[config.mk]
export PLATFORM = sky130hd
export DESIGN_NAME = bulls_cows_core
export DESIGN_NICKNAME = d
export VERILOG_FILES = /design/src/rtl/bulls_cows_core.sv
export SDC_FILE = /design/constraint.sdc
export NUM_CORES = 1
export LEC_CHECK = 0
export BUFFER_PORTS_ARGS = -buffer_cell sky130_fd_sc_hd__buf_4
export CAP_MARGIN = 20
export CORE_ASPECT_RATIO = 1.75
export CORE_MARGIN = 1.5
export CORE_UTILIZATION = 50
export CTS_BUF_LIST = sky130_fd_sc_hd__clkbuf_4
export DETAILED_ROUTE_END_ITERATION = 6
export MAX_ROUTING_LAYER = met4
export PLACE_DENSITY = 0.78
export SYNTH_ARGS = -nofsm -noshare
export SYNTH_HDL_FRONTEND = slang
export SYNTH_SLANG_ARGS = --single-unit
[constraint.sdc]
create_clock -name clock -period 7.4 [get_ports clock]
set_clock_uncertainty 0.15 [all_clocks]
set_input_delay 1.11 -clock clock [delete_from_list [all_inputs] [get_ports clock]]
set_output_delay 1.11 -clock clock [all_outputs]
set_load 0.01 [all_outputs]
[src/rtl/bulls_cows_core.sv]
// Bulls & Cows game engine: confirm-button conditioning, round state machine,
// scoring and decode of the 7-segment digit array and status LEDs.
module bulls_cows_core #(
    parameter int MAX_ATTEMPTS = 10,
    parameter int ERR_CYCLES   = 100_000_000
) (
    input  logic             clock,
    input  logic             reset,
    input  logic             confirma,
    input  logic [15:0]      SW,
    output logic [15:0]      LED,
    output logic [7:0][3:0]  displaysResult
);

    localparam logic [2:0] S_SECRET = 3'd0;
    localparam logic [2:0] S_GUESS  = 3'd1;
    localparam logic [2:0] S_CALC   = 3'd2;
    localparam logic [2:0] S_ERR    = 3'd3;
    localparam logic [2:0] S_WIN    = 3'd4;
    localparam logic [2:0] S_LOSE   = 3'd5;

    localparam int ERR_W = $clog2(ERR_CYCLES + 1);

    logic [2:0]       state;
    logic [2:0]       ret_state;
    logic [15:0]      secret;
    logic [15:0]      guess;
    logic [2:0]       bulls;
    logic [2:0]       cows;
    logic [3:0]       attempts;
    logic [ERR_W-1:0] err_timer;
    logic             cfm_p0;
    logic             cfm_p1;
    logic             cfm_p2;
    logic             cfm;
    logic             sw_valid;
    logic [2:0]       calc_bulls;
    logic [2:0]       calc_cows;
    logic [3:0]       att_next;
    logic [3:0]       att_tens;
    logic [3:0]       att_units;

    function automatic logic digits_distinct(input logic [15:0] v);
        logic ok;
        ok = 1'b1;
        for (int i = 0; i < 4; i++)
            for (int j = i + 1; j < 4; j++)
                if (v[4*i +: 4] == v[4*j +: 4]) ok = 1'b0;
        return ok;
    endfunction

    function automatic logic [2:0] count_bulls(input logic [15:0] s, input logic [15:0] g);
        logic [2:0] n;
        n = 3'd0;
        for (int i = 0; i < 4; i++)
            if (g[4*i +: 4] == s[4*i +: 4]) n = n + 3'd1;
        return n;
    endfunction

    function automatic logic [2:0] count_cows(input logic [15:0] s, input logic [15:0] g);
        logic [2:0] n;
        n = 3'd0;
        for (int i = 0; i < 4; i++)
            for (int j = 0; j < 4; j++)
                if (i != j && g[4*i +: 4] == s[4*j +: 4]) n = n + 3'd1;
        return n;
    endfunction

    function automatic logic [3:0] thermo(input logic [2:0] n);
        case (n)
            3'd0:    return 4'b0000;
            3'd1:    return 4'b0001;
            3'd2:    return 4'b0011;
            3'd3:    return 4'b0111;
            default: return 4'b1111;
        endcase
    endfunction

    // Button path: two synchronizer flops, then a third flop for edge detection
    assign cfm        = cfm_p1 & ~cfm_p2;
    assign sw_valid   = digits_distinct(SW);
    assign calc_bulls = count_bulls(secret, guess);
    assign calc_cows  = count_cows(secret, guess);
    assign att_next   = attempts + 4'd1;

    always_ff @(posedge clock or negedge reset) begin
        if (!reset) begin
            state     <= S_SECRET;
            ret_state <= S_SECRET;
            secret    <= '0;
            guess     <= '0;
            bulls     <= '0;
            cows      <= '0;
            attempts  <= '0;
            err_timer <= '0;
            cfm_p0    <= 1'b0;
            cfm_p1    <= 1'b0;
            cfm_p2    <= 1'b0;
        end else begin
            cfm_p0 <= confirma;
            cfm_p1 <= cfm_p0;
            cfm_p2 <= cfm_p1;
            case (state)
                S_SECRET: if (cfm) begin
                    if (sw_valid) begin
                        secret   <= SW;
                        guess    <= '0;
                        bulls    <= '0;
                        cows     <= '0;
                        attempts <= '0;
                        state    <= S_GUESS;
                    end else begin
                        ret_state <= S_SECRET;
                        err_timer <= '0;
                        state     <= S_ERR;
                    end
                end
                S_GUESS: if (cfm) begin
                    if (sw_valid) begin
                        guess <= SW;
                        state <= S_CALC;
                    end else begin
                        ret_state <= S_GUESS;
                        err_timer <= '0;
                        state     <= S_ERR;
                    end
                end
                S_CALC: begin
                    bulls    <= calc_bulls;
                    cows     <= calc_cows;
                    attempts <= att_next;
                    // A full match wins even on the last allowed attempt
                    if (calc_bulls == 3'd4)
                        state <= S_WIN;
                    else if (att_next == 4'(MAX_ATTEMPTS))
                        state <= S_LOSE;
                    else
                        state <= S_GUESS;
                end
                S_ERR: begin
                    if (err_timer == ERR_W'(ERR_CYCLES - 1)) begin
                        err_timer <= '0;
                        state     <= ret_state;
                    end else begin
                        err_timer <= err_timer + ERR_W'(1);
                    end
                end
                S_WIN, S_LOSE: if (cfm) begin
                    secret   <= '0;
                    guess    <= '0;
                    bulls    <= '0;
                    cows     <= '0;
                    attempts <= '0;
                    state    <= S_SECRET;
                end
                default: state <= S_SECRET;
            endcase
        end
    end

    // Output decode depends on registered state only
    always_comb begin
        att_tens  = (attempts >= 4'd10) ? 4'd1 : 4'd0;
        att_units = (attempts >= 4'd10) ? attempts - 4'd10 : attempts;

        LED       = '0;
        LED[15]   = (state == S_SECRET);
        LED[14]   = (state == S_GUESS) || (state == S_CALC);
        LED[13]   = (state == S_WIN);
        LED[12]   = (state == S_LOSE);
        LED[11]   = (state == S_ERR);
        LED[7:4]  = thermo(cows);
        LED[3:0]  = thermo(bulls);

        displaysResult[7] = guess[15:12];
        displaysResult[6] = guess[11:8];
        displaysResult[5] = guess[7:4];
        displaysResult[4] = guess[3:0];
        displaysResult[3] = att_tens;
        displaysResult[2] = att_units;
        displaysResult[1] = {1'b0, bulls};
        displaysResult[0] = {1'b0, cows};
    end

endmodule

[Word-level counts from Yosys, hierarchy flattened]
Cells that the tools add are included.
Storage, ports and cells
  flip-flop bits (word level): 78
  input port bits: 19
  output and inout bits: 48
  word-level logic and storage cells: 153
Operators by class
  add/subtract/negate cells: 17
  order comparisons: 1
  equal/unequal tests: 46
  muxes and demuxes: 59
  bitwise gates (word level): 2
  reductions and logical operators: 17
Operators with widths (count)
  4-bit == test: 22
  27-bit two-way mux: 3
  16-bit two-way mux: 5
  3-bit two-way mux: 26
  27-bit one-hot mux with 2 select lines: 1
  16-bit one-hot mux with 3 select lines: 1
  3-bit by 1-bit adder with 3-bit output, second input constant: 14
  16-bit one-hot mux with 2 select lines: 1
  4-bit one-hot mux with 4 select lines: 2
  27-bit by 1-bit adder with 27-bit output, second input constant: 1
  27-bit == test, second input constant: 1
  3-bit by 2-bit == test with 1-bit output, second input constant: 6
  3-bit one-hot mux with 3 select lines: 2
  4-bit two-way mux: 4
  3-bit one-hot mux with 5 select lines: 1
  2-bit != test, second input constant: 6
  4-bit one-hot mux with 3 select lines: 1
  4-bit AND reduction: 3
  1-bit two-way mux: 10
  3-bit by 1-bit == test with 1-bit output, second input constant: 3
  3-bit == test, second input constant: 3
  3-bit zero test: 3
  2-bit by 1-bit != test with 1-bit output, second input constant: 4
  3-bit one-hot mux with 2 select lines: 1
  14 further kinds: 18

[Logic depth before layout (Yosys ltp)]
  depth in word-level cells: 25
  gate-level depth with buffers: 38

[Least setup slack after synthesis]
No wires, ideal clock.
  path kind: register to register
  start point: register guess[3]
  end point: register cows[2]
  arrival: 5.923 ns
  setup slack: 1.197 ns
  cell stages (with the launch flop): 34
  path buffers: 1
  period minus slack after synthesis: 6.203 ns
  cells stage by stage: dfrtp_1 buf_4 xnor2_1 and4_1 ha_1 inv_1 xnor2_1 ha_1 xnor3_1 a2bb2oi_1 nand2_1 ha_1 xnor2_1 mux2i_1 mux2_2 inv_1 ha_1 mux2_2 a21o_1 xnor2_1 o2bb2ai_1 a31o_1 nor2_1 ha_1 nand2_1 o31ai_4 ha_1 nand2_1 xnor2_1 xnor2_1 xnor2_1 xnor2_1 xnor2_1 o21ai_1
On the way
  word-level cells in the longest chain between the ends: 25
  elaborated cells on any way between the ends: 27
Ends and longest elaborated chain
  start: declaration: RTL line 27  | logic [15:0] guess;
  start signal: assignment: RTL line 91  | guess <= '0;
  start signal: assignment: RTL line 107  | guess <= '0;
  start signal: assignment: RTL line 120  | guess <= SW;
  4-bit == test: RTL line 65  | if (i != j && g[4*i +: 4] == s[4*j +: 4]) n = n + 3'd1;
  1-bit two-way mux: RTL line 65
  3-bit by 1-bit adder with 3-bit output: RTL line 65
  3-bit two-way mux: RTL line 65
  3-bit by 1-bit adder with 3-bit output: RTL line 65
  3-bit two-way mux *: RTL line 65
  3-bit by 1-bit adder with 3-bit output: RTL line 65
  3-bit two-way mux *: RTL line 65
  (+9 left out)
  3-bit two-way mux *: RTL line 65
  3-bit by 1-bit adder with 3-bit output: RTL line 65
  3-bit two-way mux *: RTL line 65
  3-bit by 1-bit adder with 3-bit output: RTL line 65
  3-bit two-way mux *: RTL line 65
  3-bit by 1-bit adder with 3-bit output: RTL line 65
  3-bit two-way mux *: RTL line 65
  3-bit one-hot mux with 3 select lines *: RTL line 103  | case (state)
  end signal: assignment: RTL line 130  | cows <= calc_cows;
  end: declaration: RTL line 29  | logic [2:0] cows;
Mark *: on every way between the ends. The rest lies on a longest branch, timed or not.
A chain may end at the register's enable or synchronous reset.

[Final worst setup path]
  start point: register guess[1]
  end point: register cows[2]
The elaborated chain is that of the path after synthesis.

==> impl_metrics.csv <==
group,metric,value,unit
logic_synthesis,yosys_warnings,0,
layout,stdcell_area,6520,µm²
global_route,global_route.usage.total,24.9,%
pwr,ir_worst_vdd,0.150,mV
cts,postCtsSetupRepairBufs,0,
sta,slew_headroom,26.1,%
cts,cts_root_buffer,"clkbuf_4",
logic_synthesis,synth_top_family_by_area,"XOR/XNOR gates",
global_route,grt_pass1_wl,24100,µm
drt,via_count,4959,
place,io_buffer_count,58,
drt,ant_nets,0,
sta,tns,0,ns
drt,finalWirelength,14700,µm
layout,multi_input_area,3590,µm²
pwr,power.leakage,2.98,nW
cts,cts_tree,"built",
cts,cts.sink_count,76,
cts,clkTransAtPathRegs,0.15,ns
logic_synthesis,synthMuxAreaShare,1.69,%
worst_setup_path,crit_top_cell,"xnor2_1",
layout,area_growth,7.39,%
worst_setup_path,crit_end,"cows[2]",
layout,final_nets,754,
cts,cts_resized,0,
floorplanning,fp-row-count,53,
logic_synthesis,synth_fa_ha_area_share,4.33,%
logic_synthesis,synth_simple_gate_area_share,19.4,%
place,dp_hpwl,11200,µm
sta,slew_viol_final,0,
drt,drc,0,
global_route,antenna_found_initial,1,
floorplanning,die-area,12800,µm²
logic_synthesis,postSynthCellCount,715,
global_route,grt_max_degree,77,
cts,numCtsBuffers,9,
layout,drive_gt1_share,14.3,%
outcome,status,"finished clean",
drt,vias_per_cell,5.79,
worst_setup_path,crit_path_top_delay_cell,"dfrtp_1",
floorplanning,start_util,50.9,%
logic_synthesis,synth_edf_count,0,
global_route,grt_pass1_vias,4982,
worst_setup_path,crit_type,"register to register",
worst_setup_path,r2r_start,"guess[1]",
floorplanning,io_pins,67,
sta,hold_ws,0.217,ns
place,place.gp.congestion,0.908,
worst_setup_path,arrival,6.99,ns
worst_setup_path,cp_slowest_stage_delay,0.52,ns
sta,rsz0062_at_grt,"no",
floorplanning,die_x,86.3,µm
sta,finalSetupViolations,0,
sta,hold_viol_final,0,
sta,finalCritPeriodShare,91.8,%
worst_setup_path,critPathLaunchType,"register",
flow_run,cap_violations,0,
pwr,p_total,0.758,mW
worst_setup_path,regToRegEndpoint,"cows[2]",
cts,h-tree-depth,3,
logic_synthesis,synth_flop_cell,"dfrtp_1",
sta,min_period,6.79,ns
place,placed_area,6330,µm²
drt,wire_per_inst,17.1,µm
cts,clock_latency,0.45,ns
pwr,powerDensity,116,nW/µm²
worst_setup_path,ff2ff_path_depth,33,
logic_synthesis,synth_cell_type_count,58,
logic_synthesis,synth-seq-area-share,31.3,%
sta,fmax,0.147,GHz
layout,register_area,1900,µm²
layout,most-common-layout-cells,"xnor2_1 (80), dfrtp_1 (76), buf_4 (61)",
logic_synthesis,ys_ff_latch,76,
drt,drtPass1Iterations,5,
worst_setup_path,setup.worst_path.end_class,"register",
logic_synthesis,synth_area_per_cell,8.50,µm²
logic_synthesis,synth_xor_area_share,22.1,%
cts,cts_buffer_depth,2,
logic_synthesis,syn_area,6070,µm²
cts,hold_buffers,0,
sta,worstMarginPinSlew,1.10,ns
floorplanning,floorplan.core_area,11900,µm²
logic_synthesis,synth_compound_area_share,10.9,%
worst_setup_path,critPathMaxFanout,6,
layout,num-fill-cells,1060,
min_path,hold_class,"register to register",
worst_setup_path,rrSetupSlack,0.61,ns
worst_setup_path,required,7.60,ns
worst_setup_path,crit_start,"guess[1]",
layout,layout_commonest_cell,"xnor2_1",
floorplanning,dieHeight,149,µm
drt,drtIter0Drc,281,
logic_synthesis,async_flop_share,100,%
layout,final_util,54.7,%
global_route,grt-ovfl-total,0,
==> cells by family (layout without fill, tap and decap cells) <==
family / count (synthesis) / count (layout)
other cells: 1 / 9
fa+ha+maj: 21 / 21
buf+inv: 139 / 136
mux: 10 / 10
flops: 76 / 76
compound gates: 109 / 109
xor+xnor: 143 / 143
simple gates: 216 / 216
==> where the power goes <==
part | switching, mW | total [mW] | internal (mW)
clock | 0.157 | 0.296 | 0.139
combinational | 0.0291 | 0.0459 | 0.0167
sequential | 0.000281 | 0.416 | 0.416
==> per-stage QoR <==
stage / instances / worst slack [ns]
after detailed placement: 838 / 0.650
after global routing: 857 / 0.182
after global placement: 838 / 0.973
final: 857 / 0.610
after CTS: 854 / 0.637
after floorplan: 722 / 1.20
==> layer usage <==
metal	part of all wire, %	up-vias	track usage, %
met1	36	2388	26.0
met3	3.4	77	3.10
met2	53	144	42.6
li1	-	2350	-
met4	7.3	0	17.5
met5	0	-	-
==> worst max-delay path, delay by kind of cell, from the launching register on <==
family          cells  cell delay, ns
fa+ha+maj           6            1.69
compound gates      6            0.90
xor+xnor           10            1.84
simple gates        5            0.54
buf+inv             3            0.36
mux                 3            0.69
flops               1            0.52
==> state kept, by name, indices dropped and copies added, names as in the netlist <==
name       cells
attempts       4
bulls          3
cfm_p0         1
cfm_p1         1
cfm_p2         1
cows           3
err_timer     27
guess         16
ret_state      1
secret        16
state          3
==> how the worst min path moves through the flow <==
stage,cells past startpoint,endpoint,start
global placement,0,cfm_p1,cfm_p0
detailed placement,0,cfm_p1,cfm_p0
CTS,0,cfm_p1,cfm_p0
global route,0,cfm_p1,cfm_p0
finish,0,cfm_p1,cfm_p0
floorplan,0,cfm_p1,cfm_p0
==> cell usage after synthesis, types with 2 or more instances <==
cell	count	area (µm²)
nand2_1	41	154
or3_1	5	31.3
mux2i_1	8	80.1
a21o_1	8	60.1
o22ai_1	5	31.3
o21ai_1	4	20.0
xor2_1	55	482
nand2b_1	6	37.5
nor4_1	7	43.8
mux2_2	2	22.5
nand3_1	51	255
buf_4	13	97.6
xnor3_2	2	47.6
buf_6	6	67.6
nand4_1	19	119
dfrtp_1	76	1900
inv_1	58	218
o31ai_1	2	15.0
ha_1	21	263
o2bb2ai_1	2	17.5
a21oi_1	14	70.1
and3_1	10	62.6
and4_1	2	17.5
clkbuf_1	56	210
nand4b_1	2	17.5
nor2b_1	7	43.8
buf_2	5	25.0
a21boi_0	2	15.0
a31oi_1	4	25.0
nor2_1	40	150
o21a_1	2	15.0
o21ai_0	54	270
or2_2	4	25.0
nor3_1	10	50.1
a22oi_1	2	15.0
xnor2_2	4	65.1
nor4_2	3	37.5
xnor2_1	80	701
nor4_4	4	85.1
==> cell type report <==
type | count | share of cell area [%]
multi-input combinational | 507 | 55.0
sequential | 76 | 29.2
timing repair buffer | 62 | 7.25
inverter | 58 | 3.34
tap | 137 | 2.63
clock inverter | 7 | 1.53
clock buffer | 9 | 1.04
antenna | 1 | 0.0384
Note: power is estimated with default switching activity, not from simulation.
